**src/rtl/mips_pkg.sv**
```systemverilog
// Shared MIPS definitions: fetch FSM states, reset vector, field widths and the
// opcode/funct encodings already used by the control unit.
package mips_pkg;

    localparam int unsigned INSTR_W = 32;
    localparam int unsigned OP_W    = 6;
    localparam int unsigned FUNC_W  = 6;

    localparam logic [31:0] RESET_PC_DEFAULT = 32'h0000_0000;

    typedef enum logic [1:0] {
        IDLE = 2'd0,
        REQ  = 2'd1,
        HOLD = 2'd2
    } fetch_state_e;

    localparam logic [OP_W-1:0] OP_RTYPE = 6'h00;
    localparam logic [OP_W-1:0] OP_J     = 6'h02;
    localparam logic [OP_W-1:0] OP_JAL   = 6'h03;
    localparam logic [OP_W-1:0] OP_BEQ   = 6'h04;
    localparam logic [OP_W-1:0] OP_BNE   = 6'h05;
    localparam logic [OP_W-1:0] OP_ADDI  = 6'h08;
    localparam logic [OP_W-1:0] OP_SLTI  = 6'h0a;
    localparam logic [OP_W-1:0] OP_ANDI  = 6'h0c;
    localparam logic [OP_W-1:0] OP_ORI   = 6'h0d;
    localparam logic [OP_W-1:0] OP_LUI   = 6'h0f;
    localparam logic [OP_W-1:0] OP_LW    = 6'h23;
    localparam logic [OP_W-1:0] OP_SW    = 6'h2b;

    localparam logic [FUNC_W-1:0] FN_SLL = 6'h00;
    localparam logic [FUNC_W-1:0] FN_SRL = 6'h02;
    localparam logic [FUNC_W-1:0] FN_JR  = 6'h08;
    localparam logic [FUNC_W-1:0] FN_ADD = 6'h20;
    localparam logic [FUNC_W-1:0] FN_SUB = 6'h22;
    localparam logic [FUNC_W-1:0] FN_AND = 6'h24;
    localparam logic [FUNC_W-1:0] FN_OR  = 6'h25;
    localparam logic [FUNC_W-1:0] FN_SLT = 6'h2a;

    function automatic logic [OP_W-1:0] instr_op(input logic [INSTR_W-1:0] instr);
        return instr[31:26];
    endfunction

    function automatic logic [FUNC_W-1:0] instr_func(input logic [INSTR_W-1:0] instr);
        return instr[5:0];
    endfunction

endpackage

```
**src/rtl/pc_register.sv**
```systemverilog
// Fetch PC bookkeeping: sequential increment, redirect capture while a request is
// outstanding (pending_pc/drop_q), and redirect select once the memory answers.
module pc_register
    import mips_pkg::*;
#(
    parameter int unsigned         ADDR_W   = 32,
    parameter logic [ADDR_W-1:0]   RESET_PC = '0
) (
    input  logic              clk_in,
    input  logic              reset_in,
    input  logic              is_req,
    input  logic              is_hold,
    input  logic              imem_ack_in,
    input  logic              redirect_in,
    input  logic [ADDR_W-1:0] target_in,
    output logic [ADDR_W-1:0] fetch_pc,
    output logic              drop_q,
    output logic              accept
);

    logic [ADDR_W-1:0] pending_pc;
    logic [ADDR_W-1:0] target_aligned;

    assign target_aligned = {target_in[ADDR_W-1:2], 2'b00};

    // The returning word is kept only if no redirect is pending or arriving now.
    assign accept = is_req && imem_ack_in && !drop_q && !redirect_in;

    always_ff @(posedge clk_in or posedge reset_in) begin
        if (reset_in) begin
            fetch_pc   <= RESET_PC;
            pending_pc <= '0;
            drop_q     <= 1'b0;
        end else if (is_req) begin
            if (imem_ack_in) begin
                if (!drop_q && !redirect_in) begin
                    fetch_pc <= fetch_pc + ADDR_W'(4);
                end else begin
                    fetch_pc <= redirect_in ? target_aligned : pending_pc;
                    drop_q   <= 1'b0;
                end
            end else if (redirect_in) begin
                // Address must stay stable until ack; remember the latest target.
                pending_pc <= target_aligned;
                drop_q     <= 1'b1;
            end
        end else if (is_hold && redirect_in) begin
            fetch_pc <= target_aligned;
        end
    end

endmodule

```
**src/rtl/instr_fetch_unit.sv**
```systemverilog
// Fetch stage: one outstanding req/ack to instruction memory, holds the fetched
// instruction for decode and honours branch/jump redirects.
module instr_fetch_unit
    import mips_pkg::*;
#(
    parameter int unsigned       ADDR_W   = 32,
    parameter logic [ADDR_W-1:0] RESET_PC = ADDR_W'(RESET_PC_DEFAULT)
) (
    input  logic               clk_in,
    input  logic               reset_in,
    output logic               imem_req_out,
    output logic [ADDR_W-1:0]  imem_addr_out,
    input  logic               imem_ack_in,
    input  logic [INSTR_W-1:0] imem_rdata_in,
    input  logic               stall_in,
    input  logic               redirect_in,
    input  logic [ADDR_W-1:0]  target_in,
    output logic               valid_out,
    output logic [INSTR_W-1:0] instr_out,
    output logic [OP_W-1:0]    op_out,
    output logic [FUNC_W-1:0]  func_out,
    output logic [ADDR_W-1:0]  pc_out,
    output logic [ADDR_W-1:0]  pc_plus4_out
);

    fetch_state_e      state_q, state_d;
    logic [ADDR_W-1:0] fetch_pc;
    logic              drop_q;
    logic              accept;
    logic              release_hold;
    logic              is_req;
    logic              is_hold;

    assign is_req  = (state_q == REQ);
    assign is_hold = (state_q == HOLD);

    // Redirect leaves HOLD even when decode is stalled.
    assign release_hold = is_hold && (redirect_in || !stall_in);

    pc_register #(
        .ADDR_W   (ADDR_W),
        .RESET_PC (RESET_PC)
    ) u_pc_register (
        .clk_in      (clk_in),
        .reset_in    (reset_in),
        .is_req      (is_req),
        .is_hold     (is_hold),
        .imem_ack_in (imem_ack_in),
        .redirect_in (redirect_in),
        .target_in   (target_in),
        .fetch_pc    (fetch_pc),
        .drop_q      (drop_q),
        .accept      (accept)
    );

    always_ff @(posedge clk_in or posedge reset_in) begin
        if (reset_in) begin
            state_q <= IDLE;
        end else begin
            state_q <= state_d;
        end
    end

    always_comb begin
        state_d      = state_q;
        imem_req_out = 1'b0;
        case (state_q)
            IDLE: state_d = REQ;
            REQ: begin
                imem_req_out = 1'b1;
                if (accept) begin
                    state_d = HOLD;
                end
            end
            HOLD: begin
                if (release_hold) begin
                    state_d = REQ;
                end
            end
            default: state_d = IDLE;
        endcase
    end

    assign imem_addr_out = fetch_pc;

    always_ff @(posedge clk_in or posedge reset_in) begin
        if (reset_in) begin
            valid_out <= 1'b0;
            instr_out <= '0;
            pc_out    <= '0;
        end else if (accept) begin
            valid_out <= 1'b1;
            instr_out <= imem_rdata_in;
            pc_out    <= fetch_pc;
        end else if (release_hold) begin
            valid_out <= 1'b0;
        end
    end

    assign op_out       = instr_op(instr_out);
    assign func_out     = instr_func(instr_out);
    assign pc_plus4_out = pc_out + ADDR_W'(4);

endmodule

```
**config.mk**
```make
export PLATFORM = sky130hd
export DESIGN_NAME = instr_fetch_unit
export DESIGN_NICKNAME = d
export VERILOG_FILES = /design/src/rtl/mips_pkg.sv /design/src/rtl/pc_register.sv /design/src/rtl/instr_fetch_unit.sv
export SDC_FILE = /design/constraint.sdc
export NUM_CORES = 1
export LEC_CHECK = 0
export CAP_MARGIN = 20
export CORE_MARGIN = 4
export CORE_UTILIZATION = 48
export DETAILED_ROUTE_END_ITERATION = 12
export PLACE_DENSITY = 0.92
export RECOVER_POWER = 100
export SLEW_MARGIN = 20
export SYNTH_ARGS = -nofsm -noshare
export SYNTH_HDL_FRONTEND = slang
export SYNTH_SLANG_ARGS = --single-unit
```
**constraint.sdc**
```tcl
create_clock -name clk_in -period 4.9 [get_ports clk_in]
set_clock_uncertainty 0.1 [all_clocks]
set_input_delay 0.49 -clock clk_in [delete_from_list [all_inputs] [get_ports clk_in]]
set_output_delay 0.49 -clock clk_in [all_outputs]
set_load 0.02 [all_outputs]
```
=== Yosys cells after proc, flatten, opt, wreduce, memory -nomap -nowiden ===
Cells that the tools add are included.
W data, S select, Z words.

* Flip-flop bits (word level): 132
* Latch bits: 0
* RAM bits: 0
* Bits in read-only memories: 0
* Output and inout port bits: 142
* Word-level logic and storage cells: 48
* Memories kept: 0

* Add/subtract/negate cells: 2
* Multiply operators: 0
* Div/mod/pow operators: 0
* Order comparisons: 0
* Equal/unequal tests: 6
* Shift operators: 0
* Muxes and demuxes: 14
* Bitwise operators: 1
* Reduce and logical (&&, ||, !) cells: 18

{| class="wikitable"
|+ Operators with widths
! operator !! number
|-
| $mux W32 || 5
|-
| $add A32 B3 Y32 const B || 2
|-
| $ne A2 B2 Y1 const B || 4
|-
| $logic_and A1 B1 Y1 || 6
|-
| $mux W1 || 6
|-
| $pmux W2 S3 || 1
|-
| $reduce_and A2 Y1 || 3
|-
| $reduce_bool A2 Y1 || 3
|-
| $mux W2 || 2
|-
| $logic_not A1 Y1 || 3
|-
| $reduce_and A3 Y1 || 1
|-
| $eq A2 B1 Y1 const B || 1
|-
| $eq A2 B2 Y1 const B || 1
|-
| $logic_not A2 Y1 || 1
|-
| $logic_or A1 B1 Y1 || 1
|-
| $not A1 Y1 || 1
|}

=== Depth between registers and ports, before layout ===
* Word-level depth: 6
* Depth in mapped cells: 8
* Gate-level depth less buffers: 5

=== Hierarchy ===
From an unflattened synthesis, not the netlist that was laid out.

* Cell total of the unflattened synthesis: 672
* Area total of the unflattened synthesis: 6,955.4 um2

{| class="wikitable"
|+ Modules (own cells, without submodules)
! module !! instances !! cells an instance !! area each (um2) !! seq. area each (um2)
|-
| pc_register || 1 || 413 || 3,763.6 || 1,626.6
|-
| instr_fetch_unit || 1 || 259 || 3,191.8 || 1,676.6
|}

=== Worst setup path after synthesis ===
OpenSTA, ideal clock, no wires.

* Path type: flip-flop to output port
* Start point: register pc_out[13]
* End point: output port pc_plus4_out[26]
* Arrival: 2,015 ps
* Data required time: 4,310 ps
* Path slack: 2,295 ps
* Cell stages (with the launch flop): 6
* Cell sequence: dfrtp_1 -> nand3_2 -> or4_4 -> buf_6 -> nor4_2 -> xor2_1

* Cells in the longest elaborated chain, start to end: 1

{| class="wikitable"
|+ Ends and longest elaborated chain
! element !! RTL line !! text
|-
| from (decl) || instr_fetch_unit.sv:22 || <nowiki>output logic [ADDR_W-1:0] pc_out,</nowiki>
|-
| from (signal assigned) || instr_fetch_unit.sv:94 || <nowiki>pc_out <= fetch_pc;</nowiki>
|-
| $add A32 B3 Y32 || instr_fetch_unit.sv:102 || <nowiki>assign pc_plus4_out = pc_out + ADDR_W'(4);</nowiki>
|-
| to (decl) || instr_fetch_unit.sv:23 || <nowiki>output logic [ADDR_W-1:0] pc_plus4_out</nowiki>
|}

Every way passes these cells.

=== Final worst setup path ===
* Start point: input port redirect_in
* End point: register pc_out[9]

* Cells in the longest elaborated chain, start to end: 2

{| class="wikitable"
|+ Ends and longest elaborated chain
! element !! RTL line !! text
|-
| from (decl) || instr_fetch_unit.sv:16 || <nowiki>input logic redirect_in,</nowiki>
|-
| $logic_not A1 Y1 || pc_register.sv:27 || <nowiki>assign accept = is_req && imem_ack_in && !drop_q && !redirect_in;</nowiki>
|-
| $logic_and A1 B1 Y1 || pc_register.sv:27 ||
|}

Every way passes these cells.
A chain may end at the register's enable or synchronous reset.

==> results.ini <==
[power_and_ir_drop]
power_leakage_uw = 0.004369
peakVddDrop_uv = 319.8
powerDensity_mw_per_mm2 = 657.5

[clocking]
htreeDepth = 4
clk_latency_ns = 0.43
hold_buffers = 0
cts_tree = done
cts_max_path_buffers = 2
path_clk_slew_ns = 0.06
cts_root_buf = clkbuf_16
ctsResizeCount = 0
numCtsBuffers = 17
clock_sinks = 132
post-cts-setup-buffers = 0

[synth]
syn-instance-count = 777
synth_ff_type = dfrtp_1
synth.top_cell.area_share_pct = 46.54
yosys.area.top_type = dfrtp_1
ys_ff_latch = 132
synth_area_per_cell_um2 = 9.135
syn_nets = 848
synth_area_leaders = dfrtp_1 (47%), nand2_1 (12%), mux2_1 (4.4%)
synth_warnings = 0
synth_edf_count = 0
ys_types = 68
synth_area_mm2 = 0.007098
async_reset_ff_share_pct = 100.0
synth-seq-area-share_pct = 46.54

[run_status]
violations = capacitance limit, slew limit
status = complete, but fails checks

[timing]
slew_violations = 156
max_slew_margin_pct = -70.39
fin_tns_setup_ns = 0
finalCriticalPeriod_ns = 3.961
setup_viol_count_final = 0
hold_violations = 0
min_period_over_period_pct = 80.85
max_freq_ghz = 0.2524
rsz0062_at_grt = no
tightest_slew_ns = 2.542

[die]
fp.dieW_um = 129.6
die_h_um = 129.6
initial_utilization_pct = 48.84
dieArea_mm2 = 0.01680
core_mm2 = 0.01453
rows = 44
ios = 211

[setup_path]
required_ns = 5.09
r2r-start = state_q[1]
crit_path_start_kind = primary input
max_stage_delay_ns = 1.30
cp-startpoint = redirect_in
cp_cell_sequence = dlygate4sd3_1 > nand4bb_1 > nor2_1 > clkbuf_1 > buf_4 > o21ai_0
cp.arrival_ns = 4.15
crit_family = buffers and inverters
path_buf_inv = 3
path_max_fanout = 26
path_class = in -> reg
cp_slowest_cell = nor2_1
critPathCaptureType = flop

[placement]
hpwl_um = 15310
gp_congestion = 0.8940
io_buffers = 208
dp_cells = 1117

[cells_and_area]
fill_cells = 1123
diodes = 0
fin_cells = 1150
areaGrowthSynthToFinish_pct = 36.82
mostFrequentLayoutCells = nand2_1 (221), dlygate4sd3_1 (139), dfrtp_1 (132), clkdlybuf4s50_1 (69), mux2_1 (28)
drive_above_1_share_pct = 5.383
nNetsFinal = 1024
final_common_cell = nand2_1

[route]
wl_um = 21460
vias_per_cell = 5.797
drcViolationCount = 0
first_pass_iters = 6
ant_nets = 0
via_count = 6666
routedWlPerCell_um = 18.66
drt-initial-drc-count = 658

[run]
drv_cap = 4

[global_route]
antenna_found_initial = 0
grt_pass1_wl_um = 33630
grt_pass1_vias = 6483
grt_max_degree = 77
grt.total_usage_pct = 25.62
grt-ovfl-total = 0

[hold_path]
hold_class = reg -> reg
hp-start = instr_out[7]

## Yosys cell counts, types with 9 or more instances
cell type,number
nor3_1,15
xnor2_1,15
o21ai_1,12
buf_4,14
a21oi_1,19
nand2b_1,9
nand2_1,221
buf_2,15
and4_1,10
nand3_1,24
nor4_1,11
clkbuf_1,29
xor2_1,14
o21ai_0,17
mux2_1,28
nand4_1,17
inv_1,20
dfrtp_1,132
nor2_1,25
mux2i_1,14
## final cells by class
class	count	area [um^2]	share of cell area, %
multi-input combinational	564	3374	34.75
sequential	132	3303	34.01
timing repair buffer	216	2140	22.03
clock buffer	23	478.0	4.921
tap	184	230.2	2.371
clock inverter	9	102.6	1.056
inverter	22	83.83	0.8632
## cell families after synthesis
family | after synthesis | synth area share (%)
xor+xnor | 29 | 3.578
mux | 46 | 7.051
fa+ha+maj | 2 | 0.3525
simple gates | 383 | 27.11
flops | 132 | 46.54
compound gates | 104 | 9.977
buf+inv | 81 | 5.394
## metal layers
metal  vias to the layer above  global-route usage [%]  part of all wire (%)  routed length (um)
li1                       3050                       -                     -                   -
met1                      3219                   31.63                    40                8493
met2                       354                   42.04                    49               10440
met3                        43                   8.368                   9.8                2111
met4                         0                   9.597                   1.9                 416
met5                         -                       0                     0                   0
## registers in the layout (all words and copies together), names as in the netlist
register	cells
instr_out	32
u_pc_register.pending_pc	32
valid_out	1
pc_out	32
u_pc_register.drop_q	1
state_q	2
u_pc_register.fetch_pc	32
## path summary, 6_finish.rpt
| check | endpoint | slack, ns | cells after the start |
|---|---|---|---|
| worst max register to register | pc_out[9] | 1.21 | 5 |
| max in group asynchronous | state_q[1] | 2.36 | 3 |
| worst min register to register | instr_out[7] | 0.37 | 2 |
| min in group asynchronous | instr_out[31] | 1.12 | 2 |
| worst min-delay path | instr_out[7] | 0.37 | 2 |
| worst max-delay path | pc_out[9] | 0.94 | 6 |
## power breakdown
| part | internal (uW) | switching, uW |
|---|---|---|
| combinational | 1260 | 1700 |
| sequential | 1570 | 602 |
| clock | 784 | 467 |
| total | 3620 | 2770 |
## worst min-delay path: stages, from the launching register on
cell and delay (ns):
dfrtp_1 0.33, nand2_1 0.05, nand2_1 0.06
## through the flow
step,instance area (um^2),total power (uW),utilization [%],hold slack (ns),setup WS (ns)
global placement,9190,5266,63.23,0.3568,1.629
floorplan,7098,3826,-,0.3484,0.7840
detailed placement,9190,5362,63.23,0.3610,1.584
finish,9712,6385,66.82,0.3663,0.9386
global route,9712,6747,66.82,0.3884,0.6315
CTS,9771,6640,67.23,0.3749,1.295
Note: power is estimated with default switching activity, not from simulation.
